**config.mk**
```make
export PLATFORM = sky130hd
export DESIGN_NAME = fb_rect_fill
export DESIGN_NICKNAME = d
export VERILOG_FILES = /design/src/rtl/fb_rect_fill.sv
export SDC_FILE = /design/constraint.sdc
export NUM_CORES = 1
export LEC_CHECK = 0
export CAP_MARGIN = 25
export CORE_MARGIN = 2
export CORE_UTILIZATION = 34
export CTS_BUF_LIST = sky130_fd_sc_hd__clkbuf_16
export DETAILED_ROUTE_END_ITERATION = 6
export PLACE_DENSITY_LB_ADDON = 0.25
export SLEW_MARGIN = 20
export SYNTH_ARGS = -nofsm -noshare
export SYNTH_HDL_FRONTEND = slang
export SYNTH_SLANG_ARGS = --single-unit
```
**constraint.sdc**
```tcl
create_clock -name clock -period 3.8 [get_ports clock]
set_input_delay 0.76 -clock clock [delete_from_list [all_inputs] [get_ports clock]]
set_output_delay 0.76 -clock clock [all_outputs]
set_load 0.05 [all_outputs]
```
**src/rtl/fb_rect_fill.sv**
```systemverilog
// -----------------------------------------------------------------------------
// fb_rect_fill
//
// Fills an axis-aligned rectangle of a framebuffer with a single colour.
// A command gives the top-left corner, the size and the colour. The block
// clips the rectangle against the framebuffer edges. It then issues one
// framebuffer write per cycle in row-major order.
//
// Handshake: a command transfers on a rising edge of `clock` where both
// `cmd_valid` and `cmd_ready` are high. `cmd_ready` is high only while the
// block is idle, so a command presented while busy is simply not taken.
// Its fields are never captured in that case.
//
// Ports:
//   clock, reset_n        clock; asynchronous active-low reset
//   cmd_valid, cmd_ready  command handshake
//   cmd_x, cmd_y          rectangle top-left corner (pixels)
//   cmd_w, cmd_h          rectangle width/height (pixels)
//   cmd_color             fill value, {R,G,B} 4 bits each by default
//   abort                 cancel a fill in CLIP/FILL, no done pulse
//   fb_address, fb_data   registered framebuffer write port
//   fb_wren               registered write enable
//   busy                  high whenever the block is not idle
//   done                  one-cycle pulse on normal completion
//   state_dbg             current FSM state (IDLE=0, CLIP=1, FILL=2, DONE=3)
// -----------------------------------------------------------------------------
module fb_rect_fill #(
    parameter int FB_W   = 160,
    parameter int FB_H   = 120,
    parameter int ADDR_W = 15,
    parameter int DATA_W = 12
) (
    input  logic              clock,
    input  logic              reset_n,
    input  logic              cmd_valid,
    output logic              cmd_ready,
    input  logic [7:0]        cmd_x,
    input  logic [7:0]        cmd_y,
    input  logic [7:0]        cmd_w,
    input  logic [7:0]        cmd_h,
    input  logic [DATA_W-1:0] cmd_color,
    input  logic              abort,
    output logic [ADDR_W-1:0] fb_address,
    output logic [DATA_W-1:0] fb_data,
    output logic              fb_wren,
    output logic              busy,
    output logic              done,
    output logic [1:0]        state_dbg
);

    typedef enum logic [1:0] {
        ST_IDLE = 2'd0,
        ST_CLIP = 2'd1,
        ST_FILL = 2'd2,
        ST_DONE = 2'd3
    } state_t;

    localparam logic [8:0]        FB_W9    = 9'(FB_W);
    localparam logic [8:0]        FB_H9    = 9'(FB_H);
    localparam logic [ADDR_W-1:0] ROW_STEP = ADDR_W'(FB_W);

    state_t            state;
    logic [7:0]        cap_x;
    logic [7:0]        cap_y;
    logic [7:0]        cap_w;
    logic [7:0]        cap_h;
    logic [8:0]        cur_x;
    logic [8:0]        cur_y;
    logic [ADDR_W-1:0] row_base;   // cur_y * FB_W, stepped by FB_W per row

    // Clipped exclusive end coordinates. The 9-bit sums cannot wrap:
    // 255 + 255 = 510 fits in 9 bits.
    logic [8:0] x_sum;
    logic [8:0] y_sum;
    logic [8:0] x_end;
    logic [8:0] y_end;
    logic       empty_rect;
    logic       x_last;
    logic       y_last;
    logic [ADDR_W-1:0] first_row_base;
    logic [ADDR_W-1:0] next_row_base;

    always_comb begin
        x_sum          = {1'b0, cap_x} + {1'b0, cap_w};
        y_sum          = {1'b0, cap_y} + {1'b0, cap_h};
        x_end          = (x_sum > FB_W9) ? FB_W9 : x_sum;
        y_end          = (y_sum > FB_H9) ? FB_H9 : y_sum;
        // A corner outside the framebuffer leaves nothing to draw. A zero
        // size leaves nothing to draw either.
        empty_rect     = (cap_w == 8'd0) || (cap_h == 8'd0) ||
                         ({1'b0, cap_x} >= FB_W9) || ({1'b0, cap_y} >= FB_H9);
        x_last         = ((cur_x + 9'd1) == x_end);
        y_last         = ((cur_y + 9'd1) == y_end);
        first_row_base = ADDR_W'(cap_y) * ROW_STEP;
        next_row_base  = row_base + ROW_STEP;
    end

    always_ff @(posedge clock or negedge reset_n) begin
        if (!reset_n) begin
            state      <= ST_IDLE;
            cap_x      <= '0;
            cap_y      <= '0;
            cap_w      <= '0;
            cap_h      <= '0;
            cur_x      <= '0;
            cur_y      <= '0;
            row_base   <= '0;
            fb_address <= '0;
            fb_data    <= '0;
            fb_wren    <= 1'b0;
            done       <= 1'b0;
        end else begin
            case (state)
                ST_IDLE: begin
                    fb_wren <= 1'b0;
                    done    <= 1'b0;
                    // abort has no meaning here; a command still transfers.
                    if (cmd_valid) begin
                        cap_x   <= cmd_x;
                        cap_y   <= cmd_y;
                        cap_w   <= cmd_w;
                        cap_h   <= cmd_h;
                        fb_data <= cmd_color;
                        state   <= ST_CLIP;
                    end
                end

                ST_CLIP: begin
                    if (abort) begin
                        fb_wren <= 1'b0;
                        state   <= ST_IDLE;
                    end else if (empty_rect) begin
                        fb_wren <= 1'b0;
                        done    <= 1'b0;
                        done    <= 1'b1;
                        state   <= ST_DONE;
                    end else begin
                        // First pixel is presented on this edge. This gives a
                        // write in the second cycle after acceptance.
                        cur_x      <= {1'b0, cap_x};
                        cur_y      <= {1'b0, cap_y};
                        row_base   <= first_row_base;
                        fb_address <= first_row_base + ADDR_W'(cap_x);
                        fb_wren    <= 1'b1;
                        state      <= ST_FILL;
                    end
                end

                ST_FILL: begin
                    if (abort) begin
                        fb_wren <= 1'b0;
                        state   <= ST_IDLE;
                    end else if (!x_last) begin
                        cur_x      <= cur_x + 9'd1;
                        fb_address <= fb_address + 1'b1;
                    end else if (!y_last) begin
                        cur_x      <= {1'b0, cap_x};
                        cur_y      <= cur_y + 9'd1;
                        row_base   <= next_row_base;
                        fb_address <= next_row_base + ADDR_W'(cap_x);
                    end else begin
                        fb_wren <= 1'b0;
                        done    <= 1'b1;
                        state   <= ST_DONE;
                    end
                end

                ST_DONE: begin
                    fb_wren <= 1'b0;
                    done    <= 1'b0;
                    state   <= ST_IDLE;
                end

                default: begin
                    fb_wren <= 1'b0;
                    done    <= 1'b0;
                    state   <= ST_IDLE;
                end
            endcase
        end
    end

    // Decoded straight from the state register, so reset forces them at once.
    assign cmd_ready = (state == ST_IDLE);
    assign busy      = (state != ST_IDLE);
    assign state_dbg = state;

endmodule

```
## Word level (Yosys, flattened, before mapping)

Cells that the tools add are included.

- Add/sub/neg operators: 8
- Multiply operators: 1
- Magnitude comparators: 4
- Equal/unequal tests: 16
- Mux-type cells: 45
- Reductions and logical operators: 15

Operator list:

| cell | number |
|---|---|
| $mux 15 | 10 |
| $mux 9 | 12 |
| $pmux 15 s2 | 2 |
| $pmux 9 s2 | 2 |
| $add 15x8->15 | 2 |
| $add 8x8->9 | 2 |
| $add 9x1->9 const B | 2 |
| $eq 9x9->1 | 2 |
| $logic_not 8->1 | 2 |
| $ne 2x2->1 const B | 8 |
| $add 15x1->15 const B | 1 |
| $add 15x8->15 const B | 1 |
| $mux 1 | 11 |
| $mul 8x3->10 const B | 1 |
| $mux 2 | 5 |
| $reduce_and 5->1 | 2 |
| $gt 9x7->1 const B | 1 |
| $gt 9x8->1 const B | 1 |
| $ne 3x3->1 const B | 3 |
| $ge 8x7->1 const B | 1 |
| $ge 8x8->1 const B | 1 |
| $pmux 2 s4 | 1 |
| $pmux 1 s3 | 2 |
| $reduce_and 6->1 | 1 |
| other kinds (8) | 13 |

- Register bits: 96
- Input bits: 48
- Output and inout port bits: 33
- Word-level logic and storage cells: 101

## Longest topological paths before layout

- Depth after elaboration: 8
- Mapped depth: 15
- Mapped depth without buffers: 13

## Worst setup path before layout

Ideal clock, no wire load.

- Path type: reg2reg
- Start point: register cap_x[0]
- End point: register fb_address[7]
- Library setup time: 0.121 ns
- Data arrival time: 3.823 ns
- Data required time: 3.679 ns
- Setup slack: -0.145 ns
- Cell stages (with the launch flop): 15
- Buffers on the path: 2
- Cell sequence: dfrtp_1 -> ha_1 -> inv_1 -> fa_1 -> nand2b_1 -> a211oi_2 -> o21ai_0 -> a2111o_1 -> and2_0 -> a211o_1 -> or4_4 -> buf_6 -> o31a_4 -> buf_6 -> o22a_1

- Cells in the longest elaborated chain, start to end: 7

Ends and longest elaborated chain:

| element | line | text |
|---|---|---|
| start: declaration | 63 | `logic [7:0] cap_x;` |
| start signal: assignment | 119 | `cap_x <= cmd_x;` |
| $add 8x8->9 | 84 | `x_sum = {1'b0, cap_x} + {1'b0, cap_w};` |
| $gt 9x8->1 | 86 | `x_end = (x_sum > FB_W9) ? FB_W9 : x_sum;` |
| $mux 9 | 86 |  |
| $eq 9x9->1 | 92 | `x_last = ((cur_x + 9'd1) == x_end);` |
| $mux 15 | 153 | `end else if (!x_last) begin` |
| $mux 15 | 150 | `if (abort) begin` |
| $pmux 15 s2 | 113 | `case (state)` |
| end signal: assignment | 143 | `fb_address <= first_row_base + ADDR_W'(cap_x);` |
| end signal: assignment | 155 | `fb_address <= fb_address + 1'b1;` |
| end signal: assignment | 160 | `fb_address <= next_row_base + ADDR_W'(cap_x);` |
| end: declaration | 43 | `output logic [ADDR_W-1:0] fb_address,` |

Several ways; a longest one is shown, not always the timed one. The select of a mux whose other input is x is not followed.
A chain may end at the register's enable or synchronous reset.

## Worst setup path after layout

- Start point: register cap_w[0]
- End point: register cur_x[4]

- Cells in the longest elaborated chain, start to end: 7

Ends and longest elaborated chain:

| element | line | text |
|---|---|---|
| start: declaration | 65 | `logic [7:0] cap_w;` |
| start signal: assignment | 121 | `cap_w <= cmd_w;` |
| $add 8x8->9 | 84 |  |
| $gt 9x8->1 | 86 |  |
| $mux 9 | 86 |  |
| $eq 9x9->1 | 92 |  |
| $mux 9 | 153 |  |
| $mux 9 | 150 |  |
| $pmux 9 s2 | 113 |  |
| end signal: assignment | 140 | `cur_x <= {1'b0, cap_x};` |
| end signal: assignment | 154 | `cur_x <= cur_x + 9'd1;` |
| end signal: assignment | 157 | `cur_x <= {1'b0, cap_x};` |
| end: declaration | 67 | `logic [8:0] cur_x;` |

Several ways; a longest one is shown, not always the timed one. The select of a mux whose other input is x is not followed.

==> impl_metrics.tcl <==
set metrics [dict create \
    outcome "finished clean" \
    synth-main-ff-cell "dfrtp_1" \
    required_ps 4050 \
    grt_max_degree 47 \
    topRoutingLayerUsed "met4" \
    grt_antenna_before_repair 0 \
    met2_length_um 8800 \
    clock_skew_ps 9.37 \
    ys_warn_count 0 \
    drive_above_1_share 0.183 \
    htree_levels 3 \
    diodes 0 \
    grtUsageTotal 0.189 \
    yosysSeqAreaShare 0.330 \
    fmax_ghz 0.266 \
    postSynthAreaPerCell_um2 9.24 \
    worst_pin_slew_ps 629 \
    yosys.cell_types.count 78 \
    report.final.slew_viol_count 0 \
    critPathKind "reg2reg" \
    finalCriticalPeriod_ps 3760 \
    finalHoldViolations 0 \
    grt_pass1_vias 6209 \
    top_level_ports 81 \
    routed_via_density 5.39 \
    synth_top_cell_area_share 0.330 \
    drc_errors 0 \
    final_antenna_net_count 0 \
    end_kind "flop" \
    layout_commonest_cell "dfrtp_1" \
    synth-seq-cells 91 \
    synth_edf_count 0 \
    syn-instance-count 746 \
    io_buffers 80 \
    synth_async_sr_flop_share 1.00 \
    wl_per_cell_um 17.3 \
    fillers 2034 \
    final_cell_mix "91 x dfrtp_1, 79 x clkdlybuf4s50_1, 58 x buf_4" \
    cp_max_fo 11 \
    grt_overflow 0 \
    cts_buffers 9 \
    multiInputGateArea_um2 4470 \
    cap_violations 0 \
    start_util 0.344 \
    cp_slowest_cell "or4_4" \
    final-seq-area_um2 2280 \
    dieHeight_um 146 \
    die_x_um 146 \
    stdcell_count 1146 \
    slew_headroom 0.581 \
    fin_crit_sh 0.990 \
    synth_nets 839 \
    drtPass1Iterations 4 \
    hold_class "in2async" \
    area_growth_pct 27.3 \
    clk_latency_ps 360 \
    coreArea_um2 20000 \
    clk_pin_slew_worst_paths_ps 70 \
    drt_iter0_drc 317 \
    grt_pass1_wl_um 32400 \
    crit_path_start_kind "flop" \
    met3_length_um 1050 \
    vias 6181 \
    setup_viol 0 \
    clk_path_buf_depth 2 \
    max_stage_delay_ps 490 \
    routed_wl_um 19800 \
    dp.cells 1126 \
    synthTopCellsByArea "dfrtp_1 33%, ha_1 7.4%, mux2_2 7.4%" \
    numClockSinks 91 \
    cp_cell_sequence "ha_2 -> inv_2 -> fa_2 -> nand2b_4 -> a211oi_4 -> o21ai_2 -> a2111o_1 -> and2_0 -> a211o_1 -> or4_4 -> buf_12 -> or3_4 -> o221a_2" \
    arrival_ps 4010 \
    row_count 52 \
    rsz0062_at_grt "yes" \
    dpl.hpwl_um 14700 \
    dieArea_um2 21400 \
    gp_congestion 0.882 \
    cts_root_buf "clkbuf_16" \
    yosys.area.top_type "dfrtp_1" \
    met1_length_um 9680 \
    mappedNetlistArea_um2 6890 \
    cts_tree "built" \
    fin_nets 964 \
]
cell usage after synthesis (all sizes together), types with 11 or more instances:
cell type,n
nand2b,11
nor3,17
a31oi,11
ha,41
xor2,23
inv,29
nor2,55
nand2,55
and3,13
o21ai,44
nor4,12
xnor2,37
nand3,28
dfrtp,91
mux2,45
clkbuf,20
a211oi,13
a21oi,46
worst paths after layout:
| check | depth (start not counted) | startpoint | slack [ps] | endpoint |
|---|---|---|---|---|
| min reg2reg | 1 | fb_data[6] | 510 | fb_data[6] |
| max in group asynchronous | 2 | reset_n | 2620 | cur_x[8] |
| min in group clock | 1 | fb_data[6] | 510 | fb_data[6] |
| max | 13 | cap_w[0] | 40 | cur_x[4] |
| max reg2reg | 13 | cap_w[0] | 40 | cur_x[4] |
| min | 1 | reset_n | 400 | cur_y[6] |
worst max-delay path, delay by kind of cell (launching register included):
| family | cells | cell delay (ps) |
|---|---|---|
| compound gates | 5 | 1330 |
| fa+ha+maj | 2 | 520 |
| buf+inv | 2 | 220 |
| flops | 1 | 360 |
| simple gates | 4 | 1210 |
final cells by class:
| type | count | share of cell area |
|---|---|---|
| multi-input cells | 598 | 0.510 |
| flip-flops and latches | 91 | 0.260 |
| repair buffers | 141 | 0.147 |
| well taps | 270 | 0.0385 |
| clock buffers | 9 | 0.0257 |
| inverters | 30 | 0.0128 |
| clock inverters | 7 | 0.00685 |
what timing repair did:
| action | CTS | global route |
|---|---|---|
| hold buffers | 0 | 0 |
| cloned | 0 | 2 |
| pin swaps | 2 | 5 |
| gates resized for setup | 1 | 16 |
| buffers inserted | 0 | 2 |
| endpoints found under the setup margin | 11 | 38 |
cells by family (layout without fill, tap and decap cells):
logic type                 Yosys count  in the layout  share of synthesized area
AOI/OAI and AO/OA                  210            212                      0.213
xor gates and xnor gates            62             62                     0.0828
adders and majority gates           45             45                     0.0861
buffers and inverters               59            187                     0.0369
DFF                                 91             91                      0.330
muxes                               52             52                     0.0837
and+or+nand+nor                    227            227                      0.167
sequential cells by signal, summed over array words and instances, names as in the netlist:
signal and count:
fb_address 15, fb_data 12, row_base 10, cur_x 9
cur_y 9, cap_h 8, cap_w 8, cap_x 8
cap_y 8, state_dbg 2, done 1, fb_wren 1
per-layer routing:
metal  global-route usage  vias to the layer above
met3               0.0478                       26
met2                0.293                      153
met4               0.0529                        0
met1                0.263                     2952
li1                     -                     3050
met5                    0                        -
stage by stage:
stage | utilization | hold slack, ps | setup WS, ps | TNS [ps] | instance area (um^2)
4_1_cts | 0.432 | 420 | 39.3 | 0 | 8670
3_3_place_gp | 0.418 | 487 | 0.818 | 0 | 8380
3_5_place_dp | 0.418 | 494 | -23.0 | -49.5 | 8380
6_report | 0.438 | 405 | 38.1 | 0 | 8770
2_1_floorplan | - | 464 | 68.1 | 0 | 6910
5_1_grt | 0.438 | 448 | -97.0 | -862 | 8770
Power is left out: the tool's default activity adds up to more than one toggle a clock period on the data nets, which glitch-free logic cannot reach.
==> edit (same settings) <==
Set the parameter `ADDR_W` to 17 (it was 15).
--- a/src/rtl/fb_rect_fill.sv
+++ b/src/rtl/fb_rect_fill.sv
@@ -27,7 +27,7 @@
 module fb_rect_fill #(
     parameter int FB_W   = 160,
     parameter int FB_H   = 120,
-    parameter int ADDR_W = 15,
+    parameter int ADDR_W = 17,
     parameter int DATA_W = 12
 ) (
     input  logic              clock,
Ports: changed (resized fb_address); port bits go from 81 to 83. The function was not compared with the original's and may differ.
==> edit against the unedited design <==
  * Via count rose by 6.6%
  * Critical path depth is 1 lower
  * Cell area grew 7.2%
  * Clock skew decreased by 0.0026 ns
  * Critical endpoint is now fb_address[4]
  * Wire length up 3.9%
  * Worst setup slack better by 0.025 ns
  * Cell count increased by 3.8%
  * Synthesized area is 6.6% higher
  * Sequential cell count grew 4
Power is left out: the tool's default activity adds up to more than one toggle a clock period on the data nets, which glitch-free logic cannot reach.
==> edit: results (changes against the unedited design) <==
| Metric | Value |
|---|---|
| Number of buffers created by CTS | `9 (unchanged)` |
| Status | `finished, final reports clean` |
| Via count | `6,589 (+6.6%)` |
| R2R Path End | `fb_address[4]` |
| Port bufs | `82 (+2.5%)` |
| Clk_lat worst skew | `0.36 ns (about the same)` |
| Distinct cells, synth | `84 (+7.7%)` |
| R2R setup slack | `0.06 ns (+0.02 ns)` |
| Post-Synth XOR/XNOR Area | `0.0751 (-0.00769)` |
| CP max FO | `9 (-2)` |
| Synth top area cells | `dfrtp_1, mux2_2, ha_1, xnor2_1, a21oi_1` |
| Arrival time worst endpoint | `3.99 ns (-0.02 ns)` |
| Regs by FF count | `fb_address x17, fb_data x12, row_base x12` |
| Root buf cell | `clkbuf_16` |
| Initial DRC count | `417 (+32%)` |
| Drt first pass iters | `5 (+1)` |
| GR Util met3 | `0.0464 (-0.00143)` |
| Gp weighted congestion | `0.851 (-3.5%)` |
| Post-synth top area share | `0.324 (-0.00686)` |
| Fin nets | `1,003 (+4.0%)` |
| First-pass GRT wire length | `33.0 mm (+2.0%)` |
| Vias in the first global route | `6,365 (+2.5%)` |
| WL per Instance | `17.3 um (about the same)` |
| Fill cells | `2,078 (+2.2%)` |
| Pin count of the biggest net entering global routing | `64 (+36%)` |
| Global Route met2 Usage | `0.288 (-0.00498)` |
| Compound-cell area share of the yosys netlist | `0.224 (+0.0117)` |
| Mux cell area share after synthesis | `0.0983 (+0.0146)` |
| Overall routing resource usage | `0.183 (-0.00659)` |
| Worst R2R Path Depth | `12 (-1)` |
| Slew @ Worst Pin | `0.663 ns (+0.0341 ns)` |
| Layout Skew | `0.00681 ns (-0.00256 ns)` |
| Place WS | `0.00783 ns (+0.0308 ns)` |
| Worst R2R Start | `cap_w[5]` |
| N_diodes | `0 (unchanged)` |
| Seq/Total Area, Yosys | `0.324 (-0.00686)` |
| DPL Wire Length | `15.4 mm (+4.4%)` |
| Commonest cells post-synth | `dfrtp_1, nor2_1, a21oi_1, mux2_2, nand2_1` |
| Adder-cell share of the synthesized area | `0.0807 (-0.00533)` |
| Layout cell share with drive strength beyond 1 | `0.196 (+0.0130)` |
| Syn_nets | `881 (+5.0%)` |
==> edit: cell count changes in the layout (fill, tap and decap cells not counted), moves of 5 or more <==
cell      change
a211oi_1      -8
a21oi_1      +10
buf_6         +5
a211o_1       -5
inv_1         +6
nand2_1      -12
a22o_1        +5
o221a_2       -5
mux2i_1      +10
nand4_1       +5
o22ai_1       +6
==> edit: cells by family after synthesis <==
logic type | after synthesis
AOI/OAI and AO/OA | 222
and+or+nand+nor | 222
DFF | 95
buffers and inverters | 75
muxes | 66
xor gates and xnor gates | 63
adders and majority gates | 45
==> edit: what timing repair did <==
item                       4_1_cts  5_1_grt
gates resized for setup          1       40
setup endpoints to repair        2       48
cloned                           0        3
setup buffers                    0       10
pin swaps                        2       21
==> edit: how the worst max path moves through the flow <==
stage	to	cells after the start	from	slack [ns]
2_1_floorplan	fb_address[4]	14	cap_x[0]	0.18
3_3_place_gp	cur_y[2]	11	cap_w[1]	-0.01
3_5_place_dp	fb_address[4]	14	cap_x[0]	0.008
4_1_cts	cur_y[2]	11	cap_w[1]	0.02
5_1_grt	cur_y[7]	13	cap_x[0]	-0.04
6_report	fb_address[4]	12	cap_w[5]	0.06
==> edit: metal layers <==
layer,wire [um],share of wire,vias to the layer above
met5,0,0,-
met4,333,0.016,0
met3,1370,0.066,22
met2,9250,0.45,195
met1,9650,0.47,3193
li1,-,-,3179
==> edit: through the flow <==
step / area (um2) / hold WS, ns / std cells
2_1_floorplan: 7350 / 0.464 / 788
3_3_place_gp: 8760 / 0.487 / 1161
3_5_place_dp: 8760 / 0.494 / 1161
4_1_cts: 9060 / 0.439 / 1177
5_1_grt: 9410 / 0.462 / 1190
6_report: 9410 / 0.417 / 1190
==> edit: final cells by class <==
type / count / area (um2) / area share
Multi-Input combinational cell: 618 / 4840 / 0.515
Tap cell: 275 / 344 / 0.0366
Clock inverter: 7 / 71.3 / 0.00758
Sequential cell: 95 / 2380 / 0.253
Timing Repair Buffer: 149 / 1410 / 0.149
Inverter: 37 / 139 / 0.0148
Clock buffer: 9 / 225 / 0.0239
==> edit: worst max-delay path, stage by stage (launching register included) <==
cell	delay (ns)
dfrtp_1	0.40
ha_2	0.44
inv_2	0.05
a311o_1	0.39
a311oi_4	0.47
a31oi_1	0.21
a2111oi_4	0.48
buf_4	0.18
o2111a_2	0.32
buf_12	0.15
nor2_4	0.03
mux2_4	0.30
a22o_1	0.20
